File: config.mk
export PLATFORM = sky130hd
export DESIGN_NAME = data_former_burst
export DESIGN_NICKNAME = d
export VERILOG_FILES = /design/src/rtl/data_former_burst.sv
export SDC_FILE = /design/constraint.sdc
export NUM_CORES = 1
export LEC_CHECK = 0
export CAP_MARGIN = 20
export CORE_MARGIN = 5
export CORE_UTILIZATION = 35
export CTS_CLUSTER_DIAMETER = 50
export DETAILED_ROUTE_END_ITERATION = 7
export PLACE_DENSITY = 0.56
export SLEW_MARGIN = 20
export SYNTH_ARGS = -nofsm -noshare
export SYNTH_HDL_FRONTEND = slang
export SYNTH_SLANG_ARGS = --single-unit
File: constraint.sdc
create_clock -name clk_100 -period 3.18 [get_ports clk_100]
set_clock_uncertainty 0.15 [all_clocks]
set_input_delay 0.318 -clock clk_100 [delete_from_list [all_inputs] [get_ports clk_100]]
set_output_delay 0.318 -clock clk_100 [all_outputs]
set_load 0.01 [all_outputs]
File: src/rtl/data_former_burst.sv
// Burst pattern generator (counter / LFSR / walking-one / constant) on a valid/ready stream.
// Optional parity output on the data word when DATA_FORMER_PARITY_EN is defined.
module data_former_burst #(
    parameter int unsigned                 P_DATA_WIDTH = 8,
    parameter int unsigned                 P_BURST_MAX  = 16,
    parameter logic [P_DATA_WIDTH-1:0]     P_LFSR_TAPS  = P_DATA_WIDTH'(8'hB8),
    localparam int unsigned                BL_W         = $clog2(P_BURST_MAX + 1)
) (
    input  logic                    clk_100,
    input  logic                    a_rst_n,
    input  logic                    s_rst,
    input  logic [1:0]              mode,
    input  logic [P_DATA_WIDTH-1:0] seed,
    input  logic                    seed_load,
    input  logic                    next_count,
    input  logic [BL_W-1:0]         burst_len,
    input  logic                    start_send,
    input  logic                    ready,
    output logic                    valid,
    output logic [P_DATA_WIDTH-1:0] data,
    output logic                    last,
    output logic                    busy,
`ifdef DATA_FORMER_PARITY_EN
    output logic                    parity,
`endif
    output logic                    done
);

    localparam int unsigned DW = P_DATA_WIDTH;

    typedef enum logic [1:0] {
        S_IDLE = 2'd0,
        S_SEND = 2'd1,
        S_DONE = 2'd2
    } state_e;

    state_e          state_q, state_d;
    logic [DW-1:0]   gen_q, gen_d;
    logic [DW-1:0]   data_q, data_d;
    logic [BL_W-1:0] rem_q, rem_d;
    logic [1:0]      mode_q, mode_d;
    logic            valid_q, valid_d;
    logic            last_q, last_d;
    logic            busy_q, busy_d;
    logic            done_q, done_d;
`ifdef DATA_FORMER_PARITY_EN
    logic            parity_q, parity_d;
`endif

    // Advance the pattern generator by one word; zero is an escape state for LFSR/walking-one.
    function automatic logic [DW-1:0] step_f(input logic [DW-1:0] g, input logic [1:0] m);
        logic [DW-1:0] r;
        unique case (m)
            2'd0:    r = g + DW'(1);
            2'd1:    r = (g == '0) ? DW'(1) : ((g >> 1) ^ (g[0] ? P_LFSR_TAPS : '0));
            2'd2:    r = (g == '0) ? DW'(1) : {g[DW-2:0], g[DW-1]};
            default: r = g;
        endcase
        return r;
    endfunction

    logic          len_ok_c;
    logic [DW-1:0] gen_step_c;

    assign len_ok_c   = (burst_len != '0) && (burst_len <= BL_W'(P_BURST_MAX));
    assign gen_step_c = step_f(gen_q, (state_q == S_IDLE) ? mode : mode_q);

    always_comb begin
        state_d = state_q;
        gen_d   = gen_q;
        data_d  = data_q;
        rem_d   = rem_q;
        mode_d  = mode_q;
        valid_d = valid_q;
        last_d  = last_q;
        busy_d  = busy_q;
        done_d  = done_q;

        unique case (state_q)
            S_IDLE: begin
                if (seed_load) begin
                    gen_d = seed;
                end else if (start_send && len_ok_c) begin
                    mode_d  = mode;
                    rem_d   = burst_len;
                    data_d  = gen_q;
                    valid_d = 1'b1;
                    last_d  = (burst_len == BL_W'(1));
                    busy_d  = 1'b1;
                    state_d = S_SEND;
                end else if (next_count) begin
                    gen_d = gen_step_c;
                end
            end
            S_SEND: begin
                // Next word is presented the cycle after a handshake, so there is no bubble.
                if (ready) begin
                    gen_d = gen_step_c;
                    if (rem_q == BL_W'(1)) begin
                        valid_d = 1'b0;
                        last_d  = 1'b0;
                        done_d  = 1'b1;
                        state_d = S_DONE;
                    end else begin
                        data_d = gen_step_c;
                        rem_d  = rem_q - BL_W'(1);
                        last_d = (rem_q == BL_W'(2));
                    end
                end
            end
            S_DONE: begin
                done_d  = 1'b0;
                busy_d  = 1'b0;
                state_d = S_IDLE;
            end
            default: begin
                state_d = S_IDLE;
            end
        endcase

        if (s_rst) begin
            state_d = S_IDLE;
            gen_d   = '0;
            data_d  = '0;
            rem_d   = '0;
            mode_d  = '0;
            valid_d = 1'b0;
            last_d  = 1'b0;
            busy_d  = 1'b0;
            done_d  = 1'b0;
        end
    end

`ifdef DATA_FORMER_PARITY_EN
    assign parity_d = ^data_d;
`endif

    always_ff @(posedge clk_100 or negedge a_rst_n) begin
        if (!a_rst_n) begin
            state_q  <= S_IDLE;
            gen_q    <= '0;
            data_q   <= '0;
            rem_q    <= '0;
            mode_q   <= '0;
            valid_q  <= 1'b0;
            last_q   <= 1'b0;
            busy_q   <= 1'b0;
            done_q   <= 1'b0;
`ifdef DATA_FORMER_PARITY_EN
            parity_q <= 1'b0;
`endif
        end else begin
            state_q  <= state_d;
            gen_q    <= gen_d;
            data_q   <= data_d;
            rem_q    <= rem_d;
            mode_q   <= mode_d;
            valid_q  <= valid_d;
            last_q   <= last_d;
            busy_q   <= busy_d;
            done_q   <= done_d;
`ifdef DATA_FORMER_PARITY_EN
            parity_q <= parity_d;
`endif
        end
    end

    assign valid  = valid_q;
    assign data   = data_q;
    assign last   = last_q;
    assign busy   = busy_q;
    assign done   = done_q;
`ifdef DATA_FORMER_PARITY_EN
    assign parity = parity_q;
`endif

endmodule

== Word-level counts from Yosys, hierarchy flattened ==
Index checks and enable logic that the tools add are counted.

* Bits in registers: 29
* Input port bits: 22
* Logic and storage cells: 98

* $add $sub $neg: 2
* Magnitude comparators: 1
* Equal/unequal tests: 15
* Mux-type cells: 51
* Bitwise gates (word level): 1
* Reductions and logical operators: 19

{| class="wikitable"
|+ Operators by type and width
! cell !! count
|-
| $mux W8 || 13
|-
| $pmux W8 S2 || 2
|-
| $mux W5 || 5
|-
| $pmux W8 S3 || 1
|-
| $mux W2 || 10
|-
| $mux W1 || 14
|-
| $ne A3 B3 Y1 const B || 4
|-
| $reduce_and A4 Y1 || 3
|-
| $eq A5 B1 Y1 const B || 2
|-
| $pmux W5 S2 || 1
|-
| $reduce_and A5 Y1 || 2
|-
| $reduce_and A3 Y1 || 3
|-
| $reduce_bool A3 Y1 || 3
|-
| $add A8 B1 Y8 const B || 1
|-
| $logic_not A8 Y1 || 1
|-
| $ne A4 B4 Y1 const B || 2
|-
| $pmux W1 S2 || 4
|-
| $xor A7 B8 Y8 || 1
|-
| $eq A5 B2 Y1 const B || 1
|-
| $le A5 B5 Y1 const B || 1
|-
| $reduce_bool A5 Y1 || 1
|-
| $sub A5 B1 Y5 const B || 1
|-
| $eq A2 B1 Y1 const B || 2
|-
| $eq A2 B2 Y1 const B || 2
|-
| 6 further kinds || 9
|}

== Depth between registers and ports, before layout ==
* Depth after elaboration: 9
* Depth in mapped cells: 8
* Depth with buffers taken out: 7

== Worst setup path before layout ==
No wires, ideal clock.

* Kind: input-to-reg
* Start point: in burst_len[3]
* End point: reg gen_q[0]
* Library setup time: 131 ps
* Arrival: 1712 ps
* Required time: 2899 ps
* Path slack: 1187 ps
* Stages on the path: 6
* Path buffers: 0
* Cells stage by stage: nor4_1 xnor2_1 nand2_1 or4_1 nand3_1 o21ai_0

* Word-level cells in the longest chain between the ends: 5
* Elaborated cells between the ends (all ways): 6
* Classes of those cells: order compare: 1; eq/ne: 1; reduce/logical: 4

{| class="wikitable"
|+ RTL lines
! element !! line !! source
|-
| start: declaration || 16 || <nowiki>input logic [BL_W-1:0] burst_len,</nowiki>
|-
| $le A5 B5 Y1 or $reduce_bool A5 Y1 (tied branches) || 65 || <nowiki>assign len_ok_c = (burst_len != '0) && (burst_len <= BL_W'(P_BURST_MAX));</nowiki>
|-
| $logic_and A1 B1 Y1 * || 65 ||
|-
| $logic_and A1 B1 Y1 * || 83 || <nowiki>end else if (start_send && len_ok_c) begin</nowiki>
|-
| $ne A4 B4 Y1 (no source line) * || - ||
|-
| $reduce_and A4 Y1 (no source line) * || - ||
|-
| end signal: assignment || 154 || <nowiki>gen_q <= gen_d;</nowiki>
|-
| end: declaration || 38 || <nowiki>logic [DW-1:0] gen_q, gen_d;</nowiki>
|}

Every way passes the cells marked *; elsewhere a longest branch is shown, timed or not.
A chain may end at the register's enable or synchronous reset.

== Final worst setup path ==
* Start point: reg state_q[1]
* End point: reg data_q[2], in the netlist data[2]

* Word-level cells in the longest chain between the ends: 8
* Elaborated cells between the ends (all ways): 17
* Classes of those cells: eq/ne: 7; mux: 6; reduce/logical: 4

{| class="wikitable"
|+ RTL lines
! element !! line !! source
|-
| start: declaration || 37 || <nowiki>state_e state_q, state_d;</nowiki>
|-
| start signal: assignment || 153 || <nowiki>state_q <= state_d;</nowiki>
|-
| $logic_not A2 Y1 || 66, 79 ||
|-
| $mux W2 || 66 || <nowiki>assign gen_step_c = step_f(gen_q, (state_q == S_IDLE) ? mode : mode_q);</nowiki>
|-
| $eq A2 B2 Y1, or another cell as far along || 53 || <nowiki>unique case (m)</nowiki>
|-
| $pmux W8 S3 || 53 ||
|-
| $mux W8 || 99 || <nowiki>if (rem_q == BL_W'(1)) begin</nowiki>
|-
| $mux W8 || 97 || <nowiki>if (ready) begin</nowiki>
|-
| $pmux W8 S2 || 79 || <nowiki>unique case (state_q)</nowiki>
|-
| $mux W8 || 121 || <nowiki>if (s_rst) begin</nowiki>
|-
| end signal: assignment || 155 || <nowiki>data_q <= data_d;</nowiki>
|-
| end: declaration || 39 || <nowiki>logic [DW-1:0] data_q, data_d;</nowiki>
|}

Several ways; a longest one is shown, not always the timed one. The select of a mux whose other input is x is not followed.

==> key figures <==
Status
  – Status: completed

Worst setup path
  – Reg-to-reg slack, setup: 570 ps
  – Count of cells along the worst register-to-register path: 6
  – Most Frequent Cell on Critical Path: mux2i_1
  – Startpoint class of the critical path: register
  – CP Class: reg -> reg
  – Crit end category: register
  – Maximum cell stage delay along the critical path: 610 ps
  – Cells along the critical path: nor2_2 -> mux2i_1 -> mux2i_1 -> o22ai_1 -> a21oi_1 -> o221ai_1
  – Worst endpoint required time: 3160 ps
  – Critical path peak fanout: 18
  – FF-to-FF Start: state_q[1]
  – Worst EP arrival: 2590 ps
  – Capturing point of the worst reg2reg path: data[2]
  – Library cell contributing the largest single delay on the critical path: dfrtp_1

Finish
  – Final non-filler cell area: 0.00266 sq mm
  – Total Nets Final: 317
  – ANT cells: 0
  – Filler cell count in the final layout: 585
  – Area occupied by registers: 726 sq um
  – Multi-input gate area: 0.00133 sq mm
  – Share of post-route cells with drive strength above 1: 11.0%
  – Final core area utilization: 44.4%
  – Layout area overhead: 22.2%
  – Number of non-filler instances in the completed layout: 366

Floorplan
  – Starting utilization of the core area: 36.4%
  – Height of the chip: 88.9 microns
  – Std-Cell Rows: 28
  – Floorplan die area: 0.00790 sq mm
  – Die width: 88.9 microns
  – Core ar.: 0.00599 sq mm
  – I/O pin count: 34

Synth
  – Cell count after synthesis: 259
  – Number of distinct library cells after synthesis: 65
  – Area of the mapped netlist: 0.00218 sq mm
  – Share of the yosys chip area belonging to registers: 33.3%
  – Synth Flop Type: dfrtp_1
  – Synth Warn #: 0
  – Share of async-settable or async-resettable flops after synthesis: 100%
  – Leading cell types by total area after synthesis: dfrtp_1, nand2_1, o21ai_0
  – Number of synthesized flops with an enable pin: 0
  – FF+latch count, synth: 29
  – Post-synthesis cell type with the largest combined area: dfrtp_1
  – Per-instance average area after synthesis: 8.41 sq um
  – Share of the synthesized area in the top cell type: 33.3%
  – Synth Net Count: 286

STA
  – Max-slew violation count: 0
  – Final period utilization: 82.1%
  – Time the worst path needs with I/O delays and setup: 2610 ps
  – Headroom to the max-slew limit: 57.9%
  – RSZ-0062 raised after global routing: no
  – Final Setup Violations: 0
  – Highest Clock Rate: 383 MHz
  – Final TNS setup: 0 ps
  – Number of failing hold endpoints at the final stage: 0
  – Worst Max-Slew Pin Slew: 632 ps

Routing
  – 1st-iter DRT viols: 185
  – Drt drc: 0
  – Number of antenna-violating nets in the routed design: 0
  – Vias per cell: 5.64
  – Detailed-router iteration count before antenna repair: 4
  – Via count: 2066
  – Total wire length after detailed routing: 6010 microns
  – DR WL/cell: 16.4 microns

Clock tree
  – CTS Root Buffer Type: clkbuf_8
  – Hold buffer count at cts: 0
  – Worst skew pair latency: 280 ps
  – Clock Sink Count: 29
  – TritonCTS clock tree: yes
  – H-tree lvl count: 2
  – Clock transition at path regs: 60 ps
  – Post-cts sizing count: 0
  – TritonCTS buffer count: 5
  – Setup fix buffers added after clock tree synthesis: 0
  – Buffers from clock root to sink, at most: 2

Min path
  – Hold WC Path Type: in -> async

Place
  – Placed cell area: 0.00258 sq mm
  – Detailed placement HPWL: 4550 microns
  – Cell Count Post-Placement: 358
  – Number of buffers added on ports: 33
  – Final weighted congestion in routability-driven placement: 0.883

Global route
  – Overall track demand over capacity in global routing: 16.6%
  – Grt total ovfl: 0
  – Maximum number of pins on one net before global-route repair: 30
  – Initial antenna violation count: 0
  – Via count of the first global-routing pass: 1968
  – Global-route wire length before repair: 10200 microns

Power
  – Maximum resistive drop on vdd: 0.000237 V
  – Leakage power summed over all cells: 1.02 nW
  – P per Cell Area: 411 mW/mm^2

Flow run
  – Number of max-cap violations: 0
## through the flow
step | power, mW | setup slack [ps] | hold slack, ps
after floorplan | 0.674 | 1190 | -128
after CTS | 1.11 | 628 | 283
after global routing | 1.18 | 415 | 304
after global placement | 0.813 | 559 | 345
after detailed placement | 0.811 | 477 | 341
final | 1.09 | 569 | 263
## final cells by class
class,instances,share of cell area (%)
Inverter,12,1.69
Tap cell,75,3.52
Clock buffer,8,3.01
Multi-Input combinational cell,201,49.9
Timing Repair Buffer,41,14.7
Sequential cell,29,27.3
## power breakdown
| group | switching (mW) | internal [mW] |
|---|---|---|
| clock | 0.134 | 0.155 |
| combinational | 0.191 | 0.158 |
| sequential | 0.0499 | 0.405 |
| total | 0.375 | 0.719 |
## worst max path at each step
stage	startpoint	slack, ps	end	cells past startpoint
floorplan	burst_len[3]	1190	gen_q[0]	6
global placement	burst_len[3]	560	gen_q[2]	7
detailed placement	burst_len[3]	480	gen_q[1]	7
CTS	state_q[1]	630	data[7]	6
global route	state_q[1]	420	data[2]	6
finish	state_q[1]	570	data[2]	6
## registers in the layout, indices dropped and copies added (netlist names)
name / flops
busy: 1
data: 8
done: 1
gen_q: 8
last: 1
mode_q: 2
rem_q: 5
state_q: 2
valid: 1
## Yosys cell counts, types with 2 or more instances
library cell / instances
and2_1: 2
nand4_1: 2
a32oi_1: 4
xnor2_1: 4
nor4_1: 3
nor2_1: 23
nand3b_1: 2
buf_2: 7
a22oi_1: 10
ha_1: 5
clkbuf_1: 9
o211ai_1: 3
nor4b_1: 2
dfrtp_1: 29
nor3_1: 6
o21ai_1: 2
a21oi_1: 17
o22ai_1: 2
o21ai_0: 20
inv_1: 11
a31oi_1: 6
nor3b_1: 2
xor2_1: 2
nand3_1: 7
a22o_1: 3
mux2i_1: 5
or3_1: 2
a211oi_1: 2
nand2_1: 31
## worst max-delay path, delay by kind of cell, from the launching register on
family / cells / cell delay, ps
AO/OA/AOI/OAI: 3 / 550
flip-flops: 1 / 610
multiplexers: 2 / 810
AND/OR/NAND/NOR: 1 / 340
## routing by layer
layer	share of wire (%)	GRT usage [%]	routed length (microns)	vias to the layer above
met3	5.9	3.78	352	5
li1	-	-	-	1023
met4	0.73	3.02	44	0
met1	46	23.5	2740	982
met2	48	26.1	2870	56
met5	0	0	0	-
## cells by family (layout without fill, tap and decap cells)
kind of cell / after synthesis / after routing / synth area share, %
and+or+nand+nor: 96 / 96 / 23.0
AOI/OAI and AO/OA: 87 / 87 / 29.2
DFF: 29 / 29 / 33.3
buffers and inverters: 29 / 61 / 5.74
muxes: 7 / 7 / 3.50
xor gates and xnor gates: 6 / 6 / 2.41
adders and majority gates: 5 / 5 / 2.87
## placed cells by master, fill, tap and decap left out, drive strengths merged, types with 3 or more instances in the layout
master | netlist | final
a211oi | 3 | 3
a21oi | 18 | 18
a22o | 3 | 3
a22oi | 10 | 10
a31oi | 7 | 7
a32oi | 4 | 4
buf | 8 | 8
clkbuf | 9 | 8
clkdlybuf4s50 | 0 | 33
dfrtp | 29 | 29
ha | 5 | 5
inv | 12 | 12
mux2i | 5 | 5
nand2 | 32 | 32
nand3 | 9 | 9
nor2 | 24 | 24
nor3 | 6 | 6
nor3b | 3 | 3
nor4 | 3 | 3
o211ai | 4 | 4
o21ai | 23 | 23
o22ai | 3 | 3
xnor2 | 4 | 4
No activity file was read; power rests on OpenSTA's default activity.
